--- src/rtl/axi_fanout_resp_buf_pkg.sv ---
// Shared AXI node definitions: branch-select encoding and a clog2 helper
// used when sizing pointers and occupancy counters.
package axi_fanout_resp_buf_pkg;

    typedef enum logic {
        BR0 = 1'b0,
        BR1 = 1'b1
    } br_sel_e;

    function automatic int clog2(input int value);
        int res;
        res = 0;
        while ((1 << res) < value) begin
            res = res + 1;
        end
        return res;
    endfunction

endpackage

--- src/rtl/axi_resp_fifo.sv ---
// Per-branch response buffer: circular storage with read/write pointers and
// an occupancy counter; head entry is presented while non-empty.
module axi_resp_fifo
    import axi_fanout_resp_buf_pkg::*;
#(
    parameter int DEPTH = 2,
    parameter int WIDTH = 48
) (
    input  logic                     clk,
    input  logic                     rst,
    input  logic                     push_i,
    input  logic [WIDTH-1:0]         wdata_i,
    output logic                     full_o,
    output logic                     req_o,
    input  logic                     gnt_i,
    output logic [WIDTH-1:0]         rdata_o,
    output logic [clog2(DEPTH):0]    cnt_o
);

    localparam int PTR_W = clog2(DEPTH);
    localparam logic [PTR_W:0] FULL_CNT = (PTR_W + 1)'(DEPTH);

    logic [WIDTH-1:0] mem_q [DEPTH];
    logic [PTR_W-1:0] wptr_q, wptr_d;
    logic [PTR_W-1:0] rptr_q, rptr_d;
    logic [PTR_W:0]   cnt_q, cnt_d;
    logic             push;
    logic             pop;

    // Push is qualified against full here too so occupancy can never overshoot.
    assign full_o  = (cnt_q == FULL_CNT);
    assign req_o   = (cnt_q != '0);
    assign rdata_o = mem_q[rptr_q];
    assign cnt_o   = cnt_q;
    assign push    = push_i && !full_o;
    assign pop     = req_o && gnt_i;

    always_comb begin
        wptr_d = wptr_q;
        rptr_d = rptr_q;
        cnt_d  = cnt_q;
        if (push) begin
            wptr_d = wptr_q + 1'b1;
        end
        if (pop) begin
            rptr_d = rptr_q + 1'b1;
        end
        case ({push, pop})
            2'b10:   cnt_d = cnt_q + 1'b1;
            2'b01:   cnt_d = cnt_q - 1'b1;
            default: cnt_d = cnt_q;
        endcase
    end

    always_ff @(posedge clk) begin
        if (rst) begin
            wptr_q <= '0;
            rptr_q <= '0;
            cnt_q  <= '0;
        end else begin
            wptr_q <= wptr_d;
            rptr_q <= rptr_d;
            cnt_q  <= cnt_d;
        end
    end

    // Storage carries no reset; validity is tracked by the counter alone.
    always_ff @(posedge clk) begin
        if (push && !rst) begin
            mem_q[wptr_q] <= wdata_i;
        end
    end

endmodule

--- src/rtl/axi_fanout_resp_buf.sv ---
// Response fan-out: routes each slave response by one ID bit into one of two
// independent branch buffers; grant depends only on the selected buffer state.
module axi_fanout_resp_buf
    import axi_fanout_resp_buf_pkg::*;
#(
    parameter int AUX_WIDTH = 32,
    parameter int ID_WIDTH  = 16,
    parameter int SEL_BIT   = ID_WIDTH - 1,
    parameter int DEPTH     = 2
) (
    input  logic                     clk,
    input  logic                     rst,
    input  logic                     data_req_i,
    input  logic [ID_WIDTH-1:0]      data_ID_i,
    input  logic [AUX_WIDTH-1:0]     data_AUX_i,
    output logic                     data_gnt_o,
    output logic                     data_req0_o,
    output logic [ID_WIDTH-1:0]      data_ID0_o,
    output logic [AUX_WIDTH-1:0]     data_AUX0_o,
    input  logic                     data_gnt0_i,
    output logic                     data_req1_o,
    output logic [ID_WIDTH-1:0]      data_ID1_o,
    output logic [AUX_WIDTH-1:0]     data_AUX1_o,
    input  logic                     data_gnt1_i,
    output logic [clog2(DEPTH):0]    cnt0_o,
    output logic [clog2(DEPTH):0]    cnt1_o
);

    localparam int WIDTH = ID_WIDTH + AUX_WIDTH;

    br_sel_e          sel;
    logic             full0, full1;
    logic             push0, push1;
    logic             xfer;
    logic [WIDTH-1:0] wdata;
    logic [WIDTH-1:0] rdata0, rdata1;

    assign sel   = br_sel_e'(data_ID_i[SEL_BIT]);
    assign wdata = {data_ID_i, data_AUX_i};

    // Grant looks only at the selected buffer's fill state; during reset the
    // buffers are being cleared, so grant reports the empty state.
    assign data_gnt_o = rst || ((sel == BR0) ? !full0 : !full1);
    assign xfer       = data_req_i && data_gnt_o && !rst;
    assign push0      = xfer && (sel == BR0);
    assign push1      = xfer && (sel == BR1);

    axi_resp_fifo #(
        .DEPTH (DEPTH),
        .WIDTH (WIDTH)
    ) u_fifo0 (
        .clk     (clk),
        .rst     (rst),
        .push_i  (push0),
        .wdata_i (wdata),
        .full_o  (full0),
        .req_o   (data_req0_o),
        .gnt_i   (data_gnt0_i),
        .rdata_o (rdata0),
        .cnt_o   (cnt0_o)
    );

    axi_resp_fifo #(
        .DEPTH (DEPTH),
        .WIDTH (WIDTH)
    ) u_fifo1 (
        .clk     (clk),
        .rst     (rst),
        .push_i  (push1),
        .wdata_i (wdata),
        .full_o  (full1),
        .req_o   (data_req1_o),
        .gnt_i   (data_gnt1_i),
        .rdata_o (rdata1),
        .cnt_o   (cnt1_o)
    );

    assign {data_ID0_o, data_AUX0_o} = rdata0;
    assign {data_ID1_o, data_AUX1_o} = rdata1;

endmodule

--- config.mk ---
export PLATFORM = sky130hd
export DESIGN_NAME = axi_fanout_resp_buf
export DESIGN_NICKNAME = d
export VERILOG_FILES = /design/src/rtl/axi_fanout_resp_buf_pkg.sv /design/src/rtl/axi_resp_fifo.sv /design/src/rtl/axi_fanout_resp_buf.sv
export SDC_FILE = /design/constraint.sdc
export NUM_CORES = 1
export LEC_CHECK = 0
export BUFFER_PORTS_ARGS = -buffer_cell sky130_fd_sc_hd__buf_2
export CAP_MARGIN = 20
export CORE_UTILIZATION = 35
export DETAILED_ROUTE_END_ITERATION = 8
export GPL_TIMING_DRIVEN = 0
export SYNTH_ARGS = -nofsm -noshare
export SYNTH_HDL_FRONTEND = slang
export SYNTH_SLANG_ARGS = --single-unit
--- constraint.sdc ---
create_clock -name clk -period 9.4 [get_ports clk]
set_clock_uncertainty 0.1 [all_clocks]
set_input_delay 0.47 -clock clk [delete_from_list [all_inputs] [get_ports clk]]
set_output_delay 0.47 -clock clk [all_outputs]
set_load 0.005 [all_outputs]
==> metrics.txt, run 1 <==
Die Span X 147.2 um; FFs w/ async S/R, synth 0; Critical Path RT 8.83 ns; Setup crit end kind output pin; WL/cell 18.13 um; initial antenna violation count 1; Slew Limit Fails 0; Worst slew margin 0.3721; Antenna Cells 0; vias 3767; Hold Path Cell Cnt 1; Top cell by count, worst path buf_2; Final Cell Area 9398 um^2; RR Startpoint u_fifo0.cnt_o[0]$_SDFFE_PP0P_; Leak 0.003366 uW; nets@finish 591; VDD IR max 0.1179 mV; Synth area leader edfxtp_1; DRC viols 0; hpwl dp 9691 um; post-route insts no fill 822; pin slew with the least headroom to its limit 0.9395 ns; hold buffers post-CTS 0; DP Area 8635 um^2; GRT Resource Usage Total 0.1398; number of distinct library cells after synthesis 28; number of synthesized flops with an enable pin 192; Clk pin slew, worst setup/hold paths 0.06 ns; largest net degree at the start of global routing 27; register area share after synthesis 0.8080; Synth top area share 0.7809; drt pass-1 iters 4; violation count after the first detailed-route iteration 143; final setup margin 6.869 ns; row cnt 52; Power Density 229.4 nW/um^2; arrival time worst endpoint 1.96 ns; slowest cell delay on critical path 0.36 ns; Worst Hold End u_fifo1.mem_q[0][15]$_DFFE_PP_; final hold vios 0; placed cell count 782; H-tree depth 1; Starting Density 0.3614; max-cap violation count 0; CTS Root Cell clkbuf_16; die height 147.2 um; worst slack, placed 6.626 ns; Buffers on Ports 155; IO Count 156; commonest non-fill, non-tap cell in the layout edfxtp_1; Tmin final 2.531 ns; Fmax 0.3951 GHz; Vias/cell 4.583; crit path kind register to output pin; Hold Crit Start data_AUX_i[15]; worst r2r dst u_fifo0.mem_q[1][31]$_DFFE_PP_; ANT nets after route 0; gr ovfl total 0; r2r setup slk 6.94 ns; cells on worst reg2reg path 4; Cell Area, Synth 7383 um^2; most frequent cells in the layout edfxtp_1, buf_2, mux2_1; type of origin of the critical path register; die footprint 21680 um^2; DRT Wirelength 14900 um; critical path cell sequence buf_2 > buf_4 > mux2_1 > buf_2; syn avg cell area 20.98 um^2; area of the core 20430 um^2; area delta synth->final 27.28%; clock buffer count from CTS 22; vias in the first global route 4079; Post-Syn Instances 352; Area contributors post-synth edfxtp_1, mux2_1, mux2_2; status complete, no violations; WP buf/inv 3; final period utilization 0.2692; Post-CTS Setup Bufs 0; CTS Sinks 202; Main synth FF type edfxtp_1; critical path's slowest cell mux2_1; ratio of cells with drive above 1 in the final layout 0.4674; first-pass GRT wire length 22880 um; Clock Path Buffers 3; worst hold slack 0.08835 ns; Worst-Skew Late Latency 0.49 ns; worst min path class primary input to register; Routability Congestion 0.7439; #FFs+latches synth 202; setup TNS 0 ns; RSZ-0062 raised after global routing false; Max Fanout on Critical Path 10; Crit path max-delay family buffers and inverters; endpoints failing setup 0; cts repair resizes 0; Syn. warnings 0; syn nets 407; TritonCTS clock tree done
[worst max path at each step]
stage,startpoint,depth (start not counted),to
after floorplan,data_ID_i[15],2,u_fifo0.mem_q[0][0]$_DFFE_PP_
after global placement,rst,5,u_fifo1.mem_q[0][35]$_DFFE_PP_
after detailed placement,data_ID_i[15],4,u_fifo0.mem_q[1][42]$_DFFE_PP_
after CTS,register,4,data_ID1_o[12]
after global routing,register,4,data_ID1_o[9]
final,register,4,data_ID1_o[12]
[worst reg2reg max path, stage by stage (launching register included)]
cell	delay, ns
dfxtp_1	0.45
nor2b_1	0.10
or4_4	0.48
nor2_4	0.74
buf_12	0.28
[cells in the mapped netlist (2+ instances only)]
cell,count
edfxtp_1,192
mux2_1,52
mux2_2,44
dfxtp_1,10
nor2_1,10
buf_2,6
buf_4,4
xnor2_1,4
a21oi_1,2
ha_1,2
inv_1,2
inv_2,2
nand2b_1,2
o21a_1,2
o21ai_0,2
or2_2,2
or3_1,2
xor2_1,2
[state kept, by name, summed over array words and instances, names as in the netlist, named ones only]
| register | count |
|---|---|
| u_fifo0.mem_q | 96 |
| u_fifo0.rptr_q | 1 |
| u_fifo1.rptr_q | 1 |
| u_fifo0.cnt_o | 2 |
| u_fifo1.wptr_q | 1 |
| u_fifo1.mem_q | 96 |
| u_fifo1.cnt_o | 2 |
| u_fifo0.wptr_q | 1 |
[stage by stage]
stage            util  total power (uW)
6_report       0.4600              2156
5_1_grt        0.4600              2243
4_1_cts        0.4600              2192
3_5_place_dp   0.4226              1298
3_3_place_gp   0.4159              1292
2_1_floorplan       -              1177
[cells by family (layout without fill, tap and decap cells)]
group	Yosys count	after routing	share of synthesized area
XOR/XNOR	6	6	0.007117
AO/OA/AOI/OAI	10	10	0.009150
AND/OR/NAND/NOR	20	20	0.01390
flip-flops	202	202	0.8080
multiplexers	97	97	0.1478
buffers and inverters	15	215	0.01068
adder cells (fa/ha/maj)	2	2	0.003389
[area by class of cell]
cell class              count  area, um^2
fillers                  1808       11030
flip-flops and latches    202        5966
clock inverters            15       180.2
repair buffers            160       883.3
well taps                 270       337.8
plain buffers              11       63.81
multi-input cells         135        1369
inverters                   4       15.01
clock buffers              25       583.1
[power breakdown]
part / total, uW / internal, uW / switching [uW]
logic: 243 / 120 / 123
registers: 1030 / 1020 / 12.1
clock network: 884 / 555 / 329
total: 2160 / 1690 / 465
[routing by layer]
metal  part of all wire  GRT usage  vias to the layer above
met4              0.019    0.03918                        2
met5            0.00081          0                        -
li1                   -          -                     1751
met3              0.068    0.03540                       26
met1               0.41     0.1662                     1865
met2               0.50     0.2495                      123
Note: power is estimated with default switching activity, not from simulation.
==> run 2: changes to the inputs <==
ABC_AREA = 1   (was default)
clock period = 2.2 ns   (was 9.4 ns; I/O delays follow)
==> run 2 against run 1 <==
  * Synthesized area rose by 2.4%
  * Register-to-register slack got worse by 6.8 ns
  * Largest cell class unchanged
  * Worst hold slack improved by 0.19 ns
  * Highest routed layer is now met4
  * Global-route usage rose by 0.091 points
  * Flip-flop and latch count did not move
  * Final area rose by 6.5%
==> metrics.txt, run 2 <==
endpoints failing setup 0 (unchanged); final hold vios 0 (unchanged); area delta synth->final 32.37%; most frequent cells in the layout edfxtp_1, buf_2, mux2_2; Post-Syn Instances 368 (+4.5%); FFs w/ async S/R, synth 0 (unchanged); initial antenna violation count 0 (-1); die footprint 22200 um^2 (+2.4%); register area share after synthesis 0.7888 (-0.01925); die height 149.0 um (+1.2%); Synth area leader edfxtp_1; #FFs+latches synth 202 (unchanged); Worst-Skew Late Latency 0.49 ns (about the same); max-cap violation count 0 (unchanged); largest net degree at the start of global routing 32 (+19%); drt pass-1 iters 4 (unchanged); area of the core 21090 um^2 (+3.2%); Largest regs u_fifo0.mem_q (96), u_fifo1.mem_q (96); Critical Path RT 2.27 ns (-6.56 ns); ratio of cells with drive above 1 in the final layout 0.4863 (+0.01892); WL/cell 17.40 um (-4.0%); r2r setup slk 0.17 ns (-6.77 ns); Worst slew margin 0.5393 (+0.1672); final period utilization 0.9237; Worst Setup SP u_fifo0.cnt_o[0]$_SDFFE_PP0P_; wl on met1 6471 um (+5.5%); Setup crit end kind register; commonest non-fill, non-tap cell in the layout edfxtp_1; Routability Congestion 0.7034 (-5.4%); Synth top area share 0.7623 (-0.01860); Fmax 0.4921 GHz; arrival time worst endpoint 2.10 ns (+0.14 ns); DP Area 8806 um^2 (+2.0%); Tmin final 2.032 ns; Max Fanout on Critical Path 25 (+15); Critical path destination u_fifo0.mem_q[1][32]$_DFFE_PP_; CTS Sinks 202 (unchanged); highest routed layer met4; crit path kind register to register; nets@finish 662 (+12%); syn nets 423 (+3.9%); Final Cell Area 10010 um^2 (+6.5%); Cell Area, Synth 7564 um^2 (+2.4%); number of synthesized flops with an enable pin 192 (unchanged); type of origin of the critical path register; status complete, no violations; vias in the first global route 4359 (+6.9%); number of distinct library cells after synthesis 17 (-39%); hpwl dp 9729 um (+0.40%); worst r2r dst u_fifo0.mem_q[1][32]$_DFFE_PP_; GRT Resource Usage Total 0.1407 (+0.0009148); Leak 0.003719 uW (+10%); worst hold slack 0.2758 ns (+0.1874 ns); row cnt 53 (+1.9%); clock buffer count from CTS 21 (-4.5%); Area contributors post-synth edfxtp_1, mux2_2, mux2_4; DRC viols 0 (unchanged); CTS Root Cell clkbuf_16; Buffers on Ports 155 (unchanged); Power Density 853.1 nW/um^2 (+270%); ANT nets after route 0 (unchanged); first-pass GRT wire length 23540 um (+2.9%); Met2 Wirelength 7900 um (+5.8%); Clk pin slew, worst setup/hold paths 0.06 ns (about the same); most common cell in the synthesized netlist edfxtp_1; TritonCTS clock tree done; Starting Density 0.3587 (-0.002735); Antenna Cells 0 (unchanged); IO Count 156 (unchanged); RR Startpoint u_fifo0.cnt_o[0]$_SDFFE_PP0P_; vias 4057 (+7.7%); pin slew with the least headroom to its limit 0.6900 ns (-0.2495 ns); Main synth FF type edfxtp_1; Slew Limit Fails 0 (unchanged); worst min path class primary input to register; H-tree depth 1 (unchanged); synth cell count leaders edfxtp_1, mux2_2, mux2_4; Clock Path Buffers 3 (unchanged); DRT Wirelength 15590 um (+4.6%); met3 routed WL 982 um (-2.6%); Vias/cell 4.528 (-1.2%); Die Span X 149.0 um (+1.2%); filler cell count 1821 (+0.72%); cells on worst reg2reg path 5 (+1); Syn. warnings 0 (unchanged); VDD IR max 0.6216 mV (+430%); gr ovfl total 0 (unchanged); syn avg cell area 20.55 um^2 (-2.0%); violation count after the first detailed-route iteration 180 (+26%)
[run 2: cell types whose count changed after synthesis, sizes merged, moves of 2 or more]
cell	change
a21oi	+4
nand3	+3
nand2	+11
xor2	-2
nor2	+7
inv	+5
or3	-2
o21ai	-2
or2	+2
xnor2	-4
nand2b	-2
[run 2: critical path, cell delays in order (launching register included)]
cell and delay, ns:
dfxtp_1 0.44, inv_1 0.11, nand2_1 0.09, nand4_1 0.14
inv_2 0.55, buf_12 0.29
[run 2: layer usage]
layer,up-vias,GRT usage
li1,1897,-
met1,2009,0.1702
met2,130,0.2514
met3,21,0.03303
met4,0,0.03520
met5,-,0
[run 2: kinds of logic (layout without fill, tap and decap cells)]
family          count (synthesis)  count (layout)  synth area share
compound gates                 10              10          0.007278
fa+ha+maj                       2               2          0.003308
buf+inv                        20             272           0.01654
flops                         202             202            0.7888
mux                            96              96            0.1628
simple gates                   38              39           0.02134
[run 2: what timing repair did]
| action | CTS | global route |
|---|---|---|
| pin swaps | 1 | 1 |
| endpoints found under the setup margin | 25 | 37 |
| setup buffers | 0 | 1 |
| hold buffers | 54 | 0 |
| cloned | 1 | 0 |
| resized for setup | 0 | 1 |
| hold endpoints to repair | 200 | 0 |
[run 2: worst min-delay path by stage]
stage,start,end,cells past startpoint
finish,data_AUX_i[0],u_fifo0.mem_q[1][0]$_DFFE_PP_,2
floorplan,data_AUX_i[0],u_fifo0.mem_q[0][0]$_DFFE_PP_,0
CTS,data_AUX_i[15],u_fifo0.mem_q[1][15]$_DFFE_PP_,2
detailed placement,data_AUX_i[21],u_fifo1.mem_q[1][21]$_DFFE_PP_,1
global placement,data_AUX_i[4],u_fifo0.mem_q[1][4]$_DFFE_PP_,1
global route,data_AUX_i[17],u_fifo0.mem_q[0][17]$_DFFE_PP_,2
[run 2: power breakdown]
group | switching, uW | internal, uW | leakage (uW)
registers | 39.7 | 4310 | 0.00183
logic | 382 | 461 | 0.00159
clock network | 1350 | 2000 | 0.000305
[run 2: per-stage QoR]
| step | cells | worst slack [ns] | power (uW) | TNS, ns | utilization |
|---|---|---|---|---|---|
| floorplan | 368 | 0.1096 | 4852 | 0 | - |
| global placement | 798 | -0.8794 | 5183 | -134.52 | 0.4125 |
| detailed placement | 803 | -0.1483 | 5213 | -3.653 | 0.4176 |
| CTS | 895 | 0.06107 | 8644 | 0 | 0.4742 |
| global route | 896 | -0.01107 | 8849 | -0.01107 | 0.4748 |
| finish | 896 | 0.1678 | 8542 | 0 | 0.4748 |
[run 2: final cells by class]
cell class / count / area (um^2) / share of cell area
flip-flops and latches: 202 / 5966 / 0.5959
clock inverters: 8 / 91.34 / 0.009123
clock buffers: 29 / 555.5 / 0.05549
plain buffers: 10 / 87.58 / 0.008748
inverters: 10 / 37.54 / 0.003749
repair buffers: 215 / 1431 / 0.1430
multi-input cells: 147 / 1499 / 0.1497
well taps: 275 / 344.1 / 0.03437
